File: src/rtl/if_id_buffer_pkg.sv
// rtl/if_id_buffer_pkg.sv - shared widths, NOP encoding and FSM state codes for the IF/ID boundary
package if_id_buffer_pkg;

   localparam int IFID_PC_WIDTH   = 32;
   localparam int IFID_INST_WIDTH = 32;

   // addi x0, x0, 0
   localparam logic [31:0] IFID_NOP_INST = 32'h0000_0013;

   localparam logic [1:0] RUN  = 2'd0;
   localparam logic [1:0] HOLD = 2'd1;
   localparam logic [1:0] KILL = 2'd2;

endpackage

File: src/rtl/if_id_buffer_skid.sv
// rtl/if_id_buffer_skid.sv - one-entry {pc, inst} holding register with load/clear/full
module skid_reg #(
   parameter int PC_WIDTH   = 32,
   parameter int INST_WIDTH = 32
) (
   input  logic                  clk,
   input  logic                  rst_n,
   input  logic                  load,
   input  logic                  clr,
   input  logic [PC_WIDTH-1:0]   pc_d,
   input  logic [INST_WIDTH-1:0] inst_d,
   output logic [PC_WIDTH-1:0]   pc_q,
   output logic [INST_WIDTH-1:0] inst_q,
   output logic                  full
);

   always_ff @(posedge clk or negedge rst_n) begin
      if (!rst_n) begin
         pc_q   <= '0;
         inst_q <= '0;
         full   <= 1'b0;
      end else if (clr) begin
         pc_q   <= '0;
         inst_q <= '0;
         full   <= 1'b0;
      end else if (load) begin
         pc_q   <= pc_d;
         inst_q <= inst_d;
         full   <= 1'b1;
      end
   end

endmodule

File: src/rtl/if_id_buffer.sv
// rtl/if_id_buffer.sv - fetch/decode boundary register with stall skid and post-jump kill window
module if_id_buffer
   import if_id_buffer_pkg::*;
#(
   parameter int                    PC_WIDTH    = IFID_PC_WIDTH,
   parameter int                    INST_WIDTH  = IFID_INST_WIDTH,
   parameter int                    KILL_CYCLES = 1,
   parameter logic [INST_WIDTH-1:0] NOP_INST    = IFID_NOP_INST
) (
   input  logic                  clk,
   input  logic                  rst_n,
   input  logic                  work_ena,
   input  logic                  stall,
   input  logic                  flush,
   input  logic [PC_WIDTH-1:0]   pc_i,
   input  logic [INST_WIDTH-1:0] inst_i,
   output logic [PC_WIDTH-1:0]   pc_o,
   output logic [INST_WIDTH-1:0] inst_o,
   output logic                  valid_o,
   output logic                  skid_full_o
);

   logic [1:0]            state, state_nxt;
   logic [1:0]            kill_cnt, kill_nxt;
   logic [PC_WIDTH-1:0]   pc_nxt;
   logic [INST_WIDTH-1:0] inst_nxt;
   logic                  valid_nxt;
   logic                  skid_load, skid_clr;
   logic [PC_WIDTH-1:0]   skid_pc;
   logic [INST_WIDTH-1:0] skid_inst;
   logic                  skid_full;
   logic                  in_ok;
   logic                  new_fetch;

   assign in_ok = work_ena & ~flush & (kill_cnt == 2'd0);
   // upstream repeats the stalled PC; only a different PC is a new fetch
   assign new_fetch = in_ok & (pc_i != skid_pc);

   skid_reg #(
      .PC_WIDTH   (PC_WIDTH),
      .INST_WIDTH (INST_WIDTH)
   ) u_skid (
      .clk    (clk),
      .rst_n  (rst_n),
      .load   (skid_load),
      .clr    (skid_clr),
      .pc_d   (pc_i),
      .inst_d (inst_i),
      .pc_q   (skid_pc),
      .inst_q (skid_inst),
      .full   (skid_full)
   );

   always_ff @(posedge clk or negedge rst_n) begin
      if (!rst_n) begin
         state    <= RUN;
         kill_cnt <= 2'd0;
         pc_o     <= '0;
         inst_o   <= NOP_INST;
         valid_o  <= 1'b0;
      end else begin
         state    <= state_nxt;
         kill_cnt <= kill_nxt;
         pc_o     <= pc_nxt;
         inst_o   <= inst_nxt;
         valid_o  <= valid_nxt;
      end
   end

   always_comb begin
      state_nxt = state;
      kill_nxt  = kill_cnt;
      if (!work_ena) begin
         state_nxt = RUN;
         kill_nxt  = 2'd0;
      end else if (flush) begin
         kill_nxt  = 2'(KILL_CYCLES);
         state_nxt = (KILL_CYCLES == 0) ? RUN : KILL;
      end else begin
         case (state)
            KILL: begin
               if (kill_cnt <= 2'd1) begin
                  kill_nxt  = 2'd0;
                  state_nxt = RUN;
               end else begin
                  kill_nxt = 2'(kill_cnt - 2'd1);
               end
            end
            RUN:     if (stall && in_ok) state_nxt = HOLD;
            HOLD:    if (!stall && !new_fetch) state_nxt = RUN;
            default: state_nxt = RUN;
         endcase
      end
   end

   always_comb begin
      pc_nxt    = pc_o;
      inst_nxt  = inst_o;
      valid_nxt = valid_o;
      skid_load = 1'b0;
      skid_clr  = 1'b0;
      if (!work_ena) begin
         pc_nxt    = '0;
         inst_nxt  = NOP_INST;
         valid_nxt = 1'b0;
         skid_clr  = 1'b1;
      end else if (flush) begin
         inst_nxt  = NOP_INST;
         valid_nxt = 1'b0;
         skid_clr  = 1'b1;
      end else begin
         case (state)
            KILL: begin
               if (!stall) begin
                  inst_nxt  = NOP_INST;
                  valid_nxt = 1'b0;
               end
            end
            RUN: begin
               if (!stall) begin
                  pc_nxt    = pc_i;
                  inst_nxt  = in_ok ? inst_i : NOP_INST;
                  valid_nxt = in_ok;
               end else if (in_ok) begin
                  skid_load = 1'b1;
               end
            end
            HOLD: begin
               if (!stall) begin
                  pc_nxt    = skid_pc;
                  inst_nxt  = skid_inst;
                  valid_nxt = 1'b1;
                  skid_load = new_fetch;
                  skid_clr  = ~new_fetch;
               end
            end
            default: ;
         endcase
      end
   end

   assign skid_full_o = skid_full;

endmodule

File: config.mk
export PLATFORM = sky130hd
export DESIGN_NAME = if_id_buffer
export DESIGN_NICKNAME = d
export VERILOG_FILES = /design/src/rtl/if_id_buffer_pkg.sv /design/src/rtl/if_id_buffer_skid.sv /design/src/rtl/if_id_buffer.sv
export SDC_FILE = /design/constraint.sdc
export NUM_CORES = 1
export LEC_CHECK = 0
export BUFFER_PORTS_ARGS = -buffer_cell sky130_fd_sc_hd__buf_2
export CORE_MARGIN = 2
export CORE_UTILIZATION = 55
export DETAILED_ROUTE_END_ITERATION = 8
export GPL_TIMING_DRIVEN = 0
export PLACE_DENSITY = 0.8
export SLEW_MARGIN = 20
export SYNTH_ARGS = -nofsm -noshare
export SYNTH_HDL_FRONTEND = slang
export SYNTH_SLANG_ARGS = --single-unit
File: constraint.sdc
create_clock -name clk -period 3.7 [get_ports clk]
set_input_delay 0.74 -clock clk [delete_from_list [all_inputs] [get_ports clk]]
set_output_delay 0.74 -clock clk [all_outputs]
set_load 0.005 [all_outputs]
==> results of run 1 <==
[state kept, by name (all words and copies together), names as in the netlist]
name	flops
valid_o	1
u_skid.pc_q	32
state	2
u_skid.full	1
kill_cnt	2
u_skid.inst_q	32
pc_o	32
inst_o	32
[layer usage]
metal / part of all wire / GRT usage / vias to the layer above
li1: - / - / 2669
met1: 0.41 / 0.3881 / 2832
met2: 0.49 / 0.4744 / 276
met3: 0.070 / 0.06587 / 45
met4: 0.028 / 0.1152 / 2
met5: 0.00062 / 0 / -
[cell usage in the layout (no fill, tap or decap), types with 2 or more instances in the layout]
master / instances
buf_2: 148
dfrtp_1: 131
a22oi_1: 93
nand2_1: 67
o21ai_0: 67
inv_1: 66
o21ai_1: 62
nor2_1: 36
a21oi_1: 35
xor2_1: 32
clkbuf_1: 18
clkbuf_16: 17
nor4_1: 9
buf_6: 7
buf_4: 6
bufinv_16: 5
nand2b_1: 4
buf_1: 4
o211ai_1: 4
clkbuf_8: 4
nor2b_1: 3
o22ai_1: 3
dfstp_2: 3
nand4_1: 2
o21a_1: 2
nor3_1: 2
clkinv_2: 2
[cells by family (layout without fill, tap and decap cells)]
| family | Yosys count | count (layout) | synth area share |
|---|---|---|---|
| buffers and inverters | 113 | 280 | 0.08172 |
| AND/OR/NAND/NOR | 128 | 128 | 0.08902 |
| flip-flops | 134 | 134 | 0.5296 |
| AO/OA/AOI/OAI | 269 | 269 | 0.2554 |
| other | 0 | 1 | 0 |
| XOR/XNOR | 32 | 32 | 0.04422 |
[critical path: stages]
cell     delay (ns)
buf_2          0.12
xor2_1         0.14
nor4_1         0.37
nand4_1        0.21
o21ai_1        0.24
buf_2          0.26
buf_2          0.28
o21ai_1        0.12
[cell type report]
| class | instances | area (µm²) | share of cell area |
|---|---|---|---|
| Multi-Input combinational cell | 429 | 2464 | 0.3123 |
| Sequential cell | 134 | 3357 | 0.4256 |
| Clock inverter | 8 | 167.7 | 0.02126 |
| Timing Repair Buffer | 135 | 708.2 | 0.08978 |
| Antenna cell | 1 | 2.502 | 0.0003173 |
| Buffer | 47 | 270.3 | 0.03426 |
| Tap cell | 143 | 178.9 | 0.02268 |
| Inverter | 66 | 247.7 | 0.03141 |
| Clock buffer | 24 | 491.7 | 0.06234 |
[power groups by stage]
stage	Combinational [mW]	Clock, mW	Sequential (mW)
5_1_grt	0.372	1.95	1.54
3_3_place_gp	0.314	0	1.56
4_1_cts	0.335	1.88	1.54
3_5_place_dp	0.329	0	1.56
2_1_floorplan	0.163	0	1.56
6_report	0.336	1.87	1.54
[worst min path at each step]
stage                 endpoint  cells past startpoint        from  slack [ns]
floorplan           inst_o[10]                      0       rst_n        0.44
global placement     inst_o[6]                      2   inst_o[6]        0.46
detailed placement  inst_o[21]                      2  inst_o[21]        0.47
CTS                   pc_o[26]                      1       rst_n        0.22
global route          pc_o[26]                      1       rst_n        0.23
finish                pc_o[21]                      1       rst_n        0.21
[Yosys cell counts (all sizes together), types with 3 or more instances]
master	instances	area, µm²
nor2	36	135.1
o211ai	4	30.03
nor2b	3	18.77
nor3	3	20.02
inv	66	247.7
dfstp	3	78.83
a21oi	35	175.2
a22oi	93	698.2
nor4	10	77.57
o22ai	3	18.77
nand2b	4	25.02
clkbuf	15	56.30
buf	32	214.0
nand2	67	251.5
dfrtp	131	3278
o21ai	129	645.6
xor2	32	280.3
==> results_dict.tcl, run 1 <==
set metrics [dict create \
    synth_flop_cell "dfrtp_1" \
    ys_ff_latch 134 \
    syn_avg_cell_area_um2 9.377 \
    p_per_area_mw_per_mm2 475.3 \
    required_ns 3.98 \
    fin_area_mm2 0.007888 \
    whs_ns 0.2137 \
    die_x_um 111.4 \
    place_congestion 0.8613 \
    rrSetupSlack_ns 1.50 \
    io_pins 135 \
    instances_no_fill 987 \
    maxSlewHeadroom 0.5376 \
    seq_power_share 0.411 \
    syn_to_final_growth_pct 24.44 \
    tightest_slew_ns 0.6914 \
    leakagePower_nw 3.985 \
    grt_max_degree 92 \
    hold_viol_final 0 \
    switchingPower_mw 0.8522 \
    avgRoutedWirePerCell_um 17.97 \
    r2r_cells 7 \
    placed_cell_area_mm2 0.007226 \
    clock_path_buffers 2 \
    clock_sinks 134 \
    initial_core_util 0.5599 \
    first_global_vias 5686 \
    critPathCaptureType "flip-flop" \
    post-route-period-util 0.5983 \
    grt_pass1_wl_um 29010 \
    power.share.switching 0.2273 \
    worstReg2RegEnd "u_skid.pc_q[26]" \
    cts.clk_slew.worst_paths_ns 0.06 \
    grt_antenna_before_repair 1 \
    rsz0062_at_grt "no" \
    worstReg2RegStart "u_skid.pc_q[14]" \
    drive_gt1_frac 0.2372 \
    synth_edf_count 0 \
    cts_resized 0 \
    core-area_mm2 0.01132 \
    placed_cells 954 \
    place_ws_ns 1.119 \
    endpoint "u_skid.pc_q[26]" \
    drc 0 \
    p_int_mw 2.897 \
    drtAntennaViolNets 0 \
    synth-seq-area-share 0.5296 \
    synthCells 676 \
    ctsHoldBuffers 0 \
    worstHoldPathType "in2async" \
    drtIter0Drc 618 \
    first_pass_iters 6 \
    die_h_um 111.4 \
    cts.htree.levels 4 \
    insertion_delay_ns 0.41 \
    fin_ws_ns 1.486 \
    timing.final.crit_period_ns 2.214 \
    nFillCells 877 \
    hpwl_um 12170 \
    yosysWarnings 0 \
    port-buffer-count 134 \
    vias 5824 \
    final-max-slew-violation-count 0 \
    p_comb_frac 0.090 \
    syn-num-nets 745 \
    cts_tree "done" \
    startpoint_type "input pin" \
    synth-async-reset-ratio 1.000 \
    synth_cell_types 31 \
    die-area_mm2 0.01240 \
    ir_drop_mv 0.2931 \
    fin_util 0.6967 \
    viasPerCell 5.901 \
    cts_buffers 17 \
    wl_um 17740 \
    fmax_ghz 0.4517 \
    p_total_mw 3.749 \
    setup_viol 0 \
    grt.overflow.total 0 \
    critPathLaunch "pc_i[14]" \
    rows 39 \
    clkPwrFrac 0.500 \
    arrival_ns 2.49 \
    grt_usage 0.2927 \
    layout.nets 899 \
    outcome "completed" \
    cp_max_fo 10 \
    fin_skew_ns 0.008285 \
    cts_setup_buffers 0 \
    syn-cell-area_mm2 0.006339 \
    path_class "in2reg" \
    fin_setup_tns_ns 0 \
    cts_root_buf "clkbuf_16" \
    drv_cap 0 \
]
Power figures use the tool's default switching activity.
==> run 2, diff against run 1 <==
- clock period: 3.7 -> 2.2 ns (I/O delays scaled with it)
==> results_dict.tcl, run 2 (synthesized netlist as in run 1, its figures left out) <==
set metrics [dict create \
    path_class "reg2reg" \
    clock_path_buffers 2 \
    final_cell_mix "buf_2, dfrtp_1, a22oi_1" \
    cts_buffers 17 \
    final-max-slew-violation-count 0 \
    die_x_um 111.4 \
    whs_ns 0.2788 \
    first_pass_iters 6 \
    post-route-period-util 0.9757 \
    grt_antenna_before_repair 1 \
    first_global_vias 5686 \
    cp_max_fo 10 \
    drtAntennaViolNets 0 \
    multi_input_area_mm2 0.002482 \
    p_per_area_mw_per_mm2 795.8 \
    grt_usage 0.2927 \
    rows 39 \
    tightest_slew_ns 0.6788 \
    r2r_cells 7 \
    place_congestion 0.8613 \
    cts.htree.levels 4 \
    p_total_mw 6.308 \
    initial_core_util 0.5599 \
    nFillCells 868 \
    rrSetupSlack_ns 0.05 \
    holdCritStartpoint "inst_i[17]" \
    fin_skew_ns 0.009252 \
    startpoint_type "flip-flop" \
    insertion_delay_ns 0.42 \
    drtIter0Drc 633 \
    hold_viol_final 0 \
    drc 0 \
    required_ns 2.48 \
    wl_um 17760 \
    critPathCaptureType "flip-flop" \
    hpwl_um 12170 \
    io_pins 135 \
    maxSlewHeadroom 0.5460 \
    final_common_cell "buf_2" \
    core-area_mm2 0.01132 \
    timing.final.crit_period_ns 2.146 \
    port-buffer-count 134 \
    drv_cap 0 \
    whs_endpoint "u_skid.inst_q[17]" \
    worstReg2RegStart "u_skid.pc_q[26]" \
    worstHoldPathType "in2reg" \
    outcome "completed" \
    cts_root_buf "clkbuf_16" \
    vias 5762 \
    cts_tree "done" \
    layout.nets 900 \
    die_h_um 111.4 \
    rsz0062_at_grt "no" \
    leakagePower_nw 4.006 \
    drive_gt1_frac 0.2429 \
    grt.overflow.total 0 \
    register_area_mm2 0.003357 \
    grt_max_degree 92 \
    cts.clk_slew.worst_paths_ns 0.06 \
    ir_drop_mv 0.4932 \
    setup_viol 0 \
    diodes 0 \
    grt_pass1_wl_um 29010 \
    clock_sinks 134 \
    arrival_ns 2.43 \
    worstReg2RegEnd "u_skid.pc_q[26]" \
    die-area_mm2 0.01240 \
    viasPerCell 5.838 \
    fmax_ghz 0.4659 \
    syn_to_final_growth_pct 25.05 \
    avgRoutedWirePerCell_um 17.99 \
    min_delay_path_depth 3 \
]
## run 2: cell type report
| type | instances | area share |
|---|---|---|
| clock inverters | 8 | 0.02115 |
| multi-input cells | 429 | 0.3132 |
| flip-flops and latches | 134 | 0.4235 |
| inverters | 66 | 0.03125 |
| well taps | 143 | 0.02257 |
| plain buffers | 47 | 0.03567 |
| repair buffers | 136 | 0.09061 |
| clock buffers | 24 | 0.06204 |
## run 2: per-stage QoR
| stage | TNS [ns] | instances | instance area, µm² | util | setup WS, ns |
|---|---|---|---|---|---|
| floorplan | 0 | 676 | 6339 | - | 0.5043 |
| global placement | -143.74 | 953 | 7188 | 0.6349 | -1.088 |
| detailed placement | -1.703 | 954 | 7226 | 0.6383 | -0.08117 |
| CTS | 0 | 987 | 7895 | 0.6974 | 0.04353 |
| global route | 0 | 987 | 7926 | 0.7002 | 0.004949 |
| finish | 0 | 987 | 7926 | 0.7002 | 0.05356 |
## run 2: critical path: stages, from the launching register on
cell	delay (ns)
dfrtp_1	0.42
xor2_1	0.18
nor4_1	0.33
nand4_1	0.20
o21ai_1	0.24
clkbuf_4	0.25
buf_2	0.26
o21ai_1	0.13
## run 2: timing repair
| action | CTS | global route |
|---|---|---|
| endpoints found under the hold margin | 40 | 0 |
| setup endpoints to repair | 0 | 62 |
| gates resized for setup | 0 | 9 |
| hold buffers | 1 | 0 |
| setup buffers | 0 | 0 |
## run 2: worst max path at each step
stage,cells past startpoint,end,start,slack (ns)
5_1_grt,7,u_skid.full,u_skid.pc_q[26],0.005
6_report,7,u_skid.pc_q[26],u_skid.pc_q[26],0.05
3_5_place_dp,8,u_skid.full,pc_i[9],-0.08
2_1_floorplan,7,u_skid.full,pc_i[30],0.50
4_1_cts,7,u_skid.full,u_skid.pc_q[14],0.04
3_3_place_gp,1,inst_o[14],rst_n,-1.09
## run 2: layer usage
metal  global-route usage  wire, µm  vias up  part of all wire
met3              0.06587      1196       43             0.067
li1                     -         -     2668                 -
met2               0.4744      8738      262              0.49
met5                    0        11        -           0.00062
met4               0.1152       435        2             0.025
met1               0.3881      7374     2787              0.42
## run 2: power breakdown
group          switching (mW)  internal, mW  total, mW
Combinational           0.365         0.207      0.572
Sequential             0.0507          2.54       2.59
Clock                    1.02          2.13       3.15
